File: src/rtl/snake_ram_scheduler_pkg.sv
// Shared constants for the snake_ram scheduler: frame geometry, address width,
// FSM encoding and the shift-add row base helper used by the display scan.
package snake_ram_scheduler_pkg;

  localparam int H_ACTIVE   = 640;
  localparam int V_ACTIVE   = 480;
  localparam int FB_DEPTH   = H_ACTIVE * V_ACTIVE;
  localparam int ADDR_W     = 19;
  localparam int STARVE_MAX = 4;

  localparam logic [0:0] CLEAR = 1'b0;
  localparam logic [0:0] RUN   = 1'b1;

  // row * h built only from shifted copies of row; with h constant this
  // collapses to a few adders (640 -> row<<9 + row<<7).
  function automatic logic [ADDR_W-1:0] row_base(input logic [9:0] row, input int unsigned h);
    logic [ADDR_W-1:0] acc;
    acc = '0;
    for (int i = 0; i < 10; i++) begin
      if (h[i]) acc = acc + (ADDR_W'(row) << i);
    end
    return acc;
  endfunction

endpackage

File: src/rtl/snake_ram_scheduler_arbiter.sv
// Write-port arbiter: head painter has priority over tail eraser unless the
// tail has been passed over STARVE_MAX times in a row. A requester whose ack
// is high this cycle keeps its priority but is not granted again, so a held
// request never produces a double write; that slot simply stays idle.
module snake_wr_arbiter #(
  parameter int STARVE_MAX = 4
) (
  input  logic pixel_clock,
  input  logic reset,
  input  logic enable,
  input  logic head_req,
  input  logic tail_req,
  output logic head_grant,
  output logic tail_grant,
  output logic head_ack,
  output logic tail_ack
);

  localparam int SW = $clog2(STARVE_MAX + 1);
  localparam logic [SW-1:0] STARVE_LIM = SW'(STARVE_MAX);

  logic [SW-1:0] starve_cnt;
  logic          tail_first;

  // pick the winner on raw requests, then suppress a winner that is still acked
  always_comb begin
    head_grant = 1'b0;
    tail_grant = 1'b0;
    tail_first = tail_req && (!head_req || starve_cnt == STARVE_LIM);
    if (enable) begin
      if (tail_first) tail_grant = !tail_ack;
      else if (head_req) head_grant = !head_ack;
    end
  end

  // registered ack pulses and the count of tail pass-overs
  always_ff @(posedge pixel_clock) begin
    if (!reset) begin
      head_ack   <= 1'b0;
      tail_ack   <= 1'b0;
      starve_cnt <= '0;
    end else begin
      head_ack <= head_grant;
      tail_ack <= tail_grant;
      if (!tail_req || tail_grant) starve_cnt <= '0;
      else if (head_grant) starve_cnt <= starve_cnt + SW'(1);
    end
  end

endmodule

File: src/rtl/snake_ram_scheduler.sv
// Sole owner of the snake_ram ports. Sweeps the map to zero after reset or on
// clear_req, arbitrates head/tail writes, and shares the read port between the
// display scan (active video) and a single outstanding collision probe.
module snake_ram_scheduler #(
  parameter int H_ACTIVE   = snake_ram_scheduler_pkg::H_ACTIVE,
  parameter int V_ACTIVE   = snake_ram_scheduler_pkg::V_ACTIVE,
  parameter int STARVE_MAX = snake_ram_scheduler_pkg::STARVE_MAX
) (
  input  logic                                       pixel_clock,
  input  logic                                       reset,
  input  logic [9:0]                                 pixel_row,
  input  logic [9:0]                                 pixel_column,
  input  logic                                       clear_req,
  output logic                                       clear_busy,
  input  logic                                       head_req,
  input  logic [snake_ram_scheduler_pkg::ADDR_W-1:0] head_addr,
  input  logic                                       head_data,
  output logic                                       head_ack,
  input  logic                                       tail_req,
  input  logic [snake_ram_scheduler_pkg::ADDR_W-1:0] tail_addr,
  output logic                                       tail_ack,
  input  logic                                       probe_req,
  input  logic [snake_ram_scheduler_pkg::ADDR_W-1:0] probe_addr,
  output logic                                       probe_ack,
  output logic                                       probe_valid,
  output logic                                       probe_data,
  output logic [snake_ram_scheduler_pkg::ADDR_W-1:0] ram_wraddress,
  output logic                                       ram_data,
  output logic                                       ram_wren,
  output logic [snake_ram_scheduler_pkg::ADDR_W-1:0] ram_rdaddress,
  input  logic                                       ram_q,
  output logic                                       pix_data
);

  localparam int FB_DEPTH = H_ACTIVE * V_ACTIVE;

  import snake_ram_scheduler_pkg::*;

  localparam logic [ADDR_W-1:0] FB_LAST = ADDR_W'(FB_DEPTH - 1);
  localparam logic [9:0]        H_LIM   = 10'(H_ACTIVE);
  localparam logic [9:0]        V_LIM   = 10'(V_ACTIVE);

  logic [0:0]        state;
  logic [ADDR_W-1:0] clr_ptr;
  logic [ADDR_W-1:0] sweep_ptr;
  logic [ADDR_W-1:0] scan_addr;
  logic              active_now;
  logic              arb_enable;
  logic              head_grant;
  logic              tail_grant;
  logic              probe_grant;
  logic              probe_busy;
  logic              active_d1, active_d2;
  logic              tag_d1, tag_d2;
  logic              range_d1, range_d2;

  // clear_req inside a sweep restarts it from address 0 this very cycle
  always_comb begin
    sweep_ptr   = clear_req ? '0 : clr_ptr;
    active_now  = (pixel_row < V_LIM) && (pixel_column < H_LIM);
    scan_addr   = row_base(pixel_row, H_ACTIVE) + ADDR_W'(pixel_column);
    arb_enable  = (state == RUN) && !clear_req;
    probe_grant = probe_req && !active_now && arb_enable && !probe_busy && !probe_ack;
  end

  snake_wr_arbiter #(
    .STARVE_MAX (STARVE_MAX)
  ) u_wr_arbiter (
    .pixel_clock (pixel_clock),
    .reset       (reset),
    .enable      (arb_enable),
    .head_req    (head_req),
    .tail_req    (tail_req),
    .head_grant  (head_grant),
    .tail_grant  (tail_grant),
    .head_ack    (head_ack),
    .tail_ack    (tail_ack)
  );

  // CLEAR/RUN sequencing and the registered write port
  always_ff @(posedge pixel_clock) begin
    if (!reset) begin
      state         <= CLEAR;
      clr_ptr       <= '0;
      clear_busy    <= 1'b1;
      ram_wren      <= 1'b0;
      ram_data      <= 1'b0;
      ram_wraddress <= '0;
    end else if (state == CLEAR) begin
      ram_wren      <= 1'b1;
      ram_data      <= 1'b0;
      ram_wraddress <= sweep_ptr;
      clear_busy    <= 1'b1;
      if (sweep_ptr == FB_LAST) begin
        state   <= RUN;
        clr_ptr <= '0;
      end else begin
        clr_ptr <= sweep_ptr + ADDR_W'(1);
      end
    end else if (clear_req) begin
      state      <= CLEAR;
      clr_ptr    <= '0;
      clear_busy <= 1'b1;
      ram_wren   <= 1'b0;
    end else begin
      clear_busy <= 1'b0;
      if (head_grant) begin
        ram_wraddress <= head_addr;
        ram_data      <= head_data;
        ram_wren      <= (head_addr <= FB_LAST);
      end else if (tail_grant) begin
        ram_wraddress <= tail_addr;
        ram_data      <= 1'b0;
        ram_wren      <= (tail_addr <= FB_LAST);
      end else begin
        ram_wren <= 1'b0;
      end
    end
  end

  // read-port mux plus the delay lines that line up pixel and probe results with ram_q
  always_ff @(posedge pixel_clock) begin
    if (!reset) begin
      ram_rdaddress <= '0;
      active_d1     <= 1'b0;
      active_d2     <= 1'b0;
      pix_data      <= 1'b0;
      probe_ack     <= 1'b0;
      probe_busy    <= 1'b0;
      tag_d1        <= 1'b0;
      tag_d2        <= 1'b0;
      range_d1      <= 1'b0;
      range_d2      <= 1'b0;
      probe_valid   <= 1'b0;
      probe_data    <= 1'b0;
    end else begin
      if (active_now) ram_rdaddress <= scan_addr;
      else if (probe_grant) ram_rdaddress <= probe_addr;
      active_d1   <= active_now;
      active_d2   <= active_d1;
      pix_data    <= active_d2 && !clear_busy && ram_q;
      probe_ack   <= probe_grant;
      tag_d1      <= probe_grant;
      tag_d2      <= tag_d1;
      range_d1    <= probe_addr <= FB_LAST;
      range_d2    <= range_d1;
      probe_valid <= tag_d2;
      probe_data  <= tag_d2 && range_d2 && ram_q;
      if (probe_grant) probe_busy <= 1'b1;
      else if (tag_d2) probe_busy <= 1'b0;
    end
  end

endmodule

File: config.mk
export PLATFORM = sky130hd
export DESIGN_NAME = snake_ram_scheduler
export DESIGN_NICKNAME = d
export VERILOG_FILES = /design/src/rtl/snake_ram_scheduler_pkg.sv /design/src/rtl/snake_ram_scheduler_arbiter.sv /design/src/rtl/snake_ram_scheduler.sv
export SDC_FILE = /design/constraint.sdc
export NUM_CORES = 1
export LEC_CHECK = 0
export ABC_AREA = 1
export CORE_ASPECT_RATIO = 0.9
export CORE_MARGIN = 4
export CORE_UTILIZATION = 40
export DETAILED_ROUTE_END_ITERATION = 16
export PLACE_DENSITY = 0.69
export RECOVER_POWER = 50
export REMOVE_ABC_BUFFERS = 1
export SYNTH_ARGS = -nofsm -noshare
export SYNTH_HDL_FRONTEND = slang
export SYNTH_SLANG_ARGS = --single-unit
File: constraint.sdc
create_clock -name pixel_clock -period 2.4 [get_ports pixel_clock]
set_input_delay 0.48 -clock pixel_clock [delete_from_list [all_inputs] [get_ports pixel_clock]]
set_output_delay 0.48 -clock pixel_clock [all_outputs]
set_load 0.02 [all_outputs]
==> flow_summary.yaml <==
setup_path:
  r2r_setup_slack_ns: 0.44
  r2r_cells: 13
  cp_max_fo: 5
  endpoint_kind: "flip-flop"
  cp.arrival_ns: 2.45
  r2r_end: "ram_wraddress[13]"
  path_class: "in2reg"
  crit_required_ns: 2.62
  critPathLaunchType: "input port"
  r2r-start: "u_wr_arbiter.starve_cnt[0]"
sta:
  fin_crit_sh_pct: 93.21
  rsz0062_at_grt: "false"
  fin_crit_ns: 2.237
  finClkSkew_ns: 0.005501
  finalHoldViolCount: 0
  setup_tns_ns: 0
  hold_slack_ns: 0.4108
  max_freq_mhz: 447.0
  tightest_slew_ns: 0.7713
  finalSetupViolations: 0
  slew_violations: 0
  maxSlewHeadroom_pct: 48.58
  layout_setup_ws_ns: 0.1630
synth:
  syn_avg_cell_area_um2: 6.784
  yosysTopAreaCellShare_pct: 34.77
  synthArstFlopShare_pct: 0
  synthCells: 645
  synth-edff-count: 0
  synth_cell_types: 41
  netlist_area_mm2: 0.004375
  synth_top_area_cell: "dfxtp_1"
  yosys_warnings: 0
  ys_ff_latch: 76
  synth_area_leaders: "dfxtp_1 (35%), nand2_1 (14%), nand3_1 (6.5%), inv_1 (6.4%), ha_1 (6.3%)"
  ys.flop_type: "dfxtp_1"
  yosysSeqAreaShare_pct: 34.77
final_layout:
  final_common_cell: "nand2_1"
  drive_above_1_share_pct: 14.05
  finish.utilization_pct: 62.99
  diodes: 0
  mostFrequentLayoutCells: "nand2_1 (167), clkdlybuf4s50_1 (81), dfxtp_1 (76)"
  num-fill-cells: 967
  syn_to_final_growth_pct: 50.67
  final_nets: 937
die:
  dieHeight_um: 107.2
  core_mm2: 0.01047
  num_rows: 35
  die-area_mm2: 0.01268
  die_w_um: 118.2
  initial_core_util_pct: 41.81
  io_pins: 132
run:
  drv_cap: 0
cts:
  clock-sinks: 76
  cts_tree: "built"
  clk_latency_ns: 0.33
  cts_max_level: 3
  clk_pin_slew_ns: 0.06
  cts.path.max_buffers: 2
  cts_made_buffers: 9
  clockRootBuffer: "clkbuf_16"
detailed_routing:
  drc: 0
  wl_um: 13810
  dr.pass1.iters: 5
  ant_nets: 0
  wl_per_cell_um: 14.36
  drtIter0Drc: 275
  vias_per_cell: 4.918
  vias: 4731
pwr:
  p_leak_nw: 3.069
  finalPower_mw: 3.371
  power_density_mw_per_mm2: 511.4
  ir_drop_v: 0.0002899
grt:
  grtUsageTotal_pct: 22.30
  grt_pass1_wl_um: 23100
  globalRouteOverflowTotal: 0
  grtUsageMet2_pct: 35.99
  grt_util_met1_pct: 29.76
  globalRouteMet3Util_pct: 5.591
  grt_start_max_net_pins: 27
  antenna_found_initial: 0
  first_global_vias: 4838
  busiest_layer: "met2"
placement:
  io_buffers: 131
  place_congestion: 0.9188
  dp_hpwl_um: 10590
  place_ws_ns: -0.5260
min_path:
  min_from: "active_d1"
  hold_end: "active_d2"
  hold_path.class: "reg2reg"
  hold-path-cell-count: 2
run_status:
  status: "completed"
[layout make-up]
cell class	count	area [um^2]	share of cell area, %
Clock buffer	10	229.0	3.473
Clock inverter	6	88.84	1.348
Inverter	84	317.8	4.821
Multi-Input combinational cell	462	2456	37.26
Sequential cell	76	1521	23.08
Tap cell	129	161.4	2.448
Timing Repair Buffer	195	1818	27.58
[registers in the layout (all words and copies together), names as in the netlist, 3 cells and up]
name / flops
clr_ptr: 19
ram_rdaddress: 19
ram_wraddress: 19
u_wr_arbiter.starve_cnt: 3
[worst max path at each step]
stage            startpoint           endpoint  slack (ns)  depth (start not counted)
6_report       pixel_row[1]  ram_rdaddress[13]        0.16                         12
3_5_place_dp   pixel_row[0]  ram_rdaddress[14]       -0.53                         11
5_1_grt        pixel_row[1]  ram_rdaddress[13]        0.04                         12
2_1_floorplan         state  ram_wraddress[14]        0.06                          8
3_3_place_gp   pixel_row[0]  ram_rdaddress[14]       -0.42                         11
4_1_cts        pixel_row[0]  ram_rdaddress[13]       0.001                         11
[critical path, cell delays in order]
cell,delay (ns)
clkdlybuf4s50_1,0.42
buf_4,0.14
ha_1,0.28
ha_1,0.40
nand2_1,0.10
nand2_1,0.06
nand2_1,0.05
nand2_1,0.07
a21oi_1,0.05
or2_2,0.27
nand3_1,0.07
a21oi_1,0.05
[cell families after synthesis]
kind of cell | Yosys count | share of synthesized area (%)
compound gates | 88 | 11.61
xor+xnor | 9 | 1.802
fa+ha+maj | 24 | 7.206
buf+inv | 107 | 9.694
flops | 76 | 34.77
simple gates | 341 | 34.92
[cells in the mapped netlist (3+ instances only)]
cell type  number
o211ai_1       12
nor2_1         64
inv_1          75
nand2_2         6
or2_0           7
buf_2          10
nand2_1       168
nand3b_1        3
o21ai_0        28
nor3_1          6
o21bai_1        3
nor2_2          5
dfxtp_1        76
nor2_4          4
a31oi_1        14
a21oi_1        25
ha_1           22
xor2_1          7
inv_2           6
nand3_1        57
nand4_1         7
buf_1           3
clkbuf_1        9
[layer usage]
layer / part of all wire, % / routed length, um
met5: 0 / 0
met4: 0.96 / 132
met3: 7.9 / 1097
met2: 43 / 5942
met1: 48 / 6637
[repair_timing]
| action | CTS | global route |
|---|---|---|
| gates resized for setup | 5 | 10 |
| hold buffers | 0 | 0 |
| setup buffers | 0 | 2 |
| pin swaps | 4 | 6 |
| setup endpoints to repair | 5 | 8 |
[where the power goes]
group | internal, mW | switching (mW)
sequential | 1.29 | 0.0145
clock | 0.912 | 0.556
combinational | 0.305 | 0.292
[metrics by stage]
| stage | cell area [um^2] | cells |
|---|---|---|
| 5_1_grt | 6593 | 962 |
| 6_report | 6593 | 962 |
| 3_5_place_dp | 6232 | 944 |
| 4_1_cts | 6564 | 960 |
| 2_1_floorplan | 4269 | 622 |
| 3_3_place_gp | 6232 | 944 |
No activity file was read; power rests on OpenSTA's default activity.
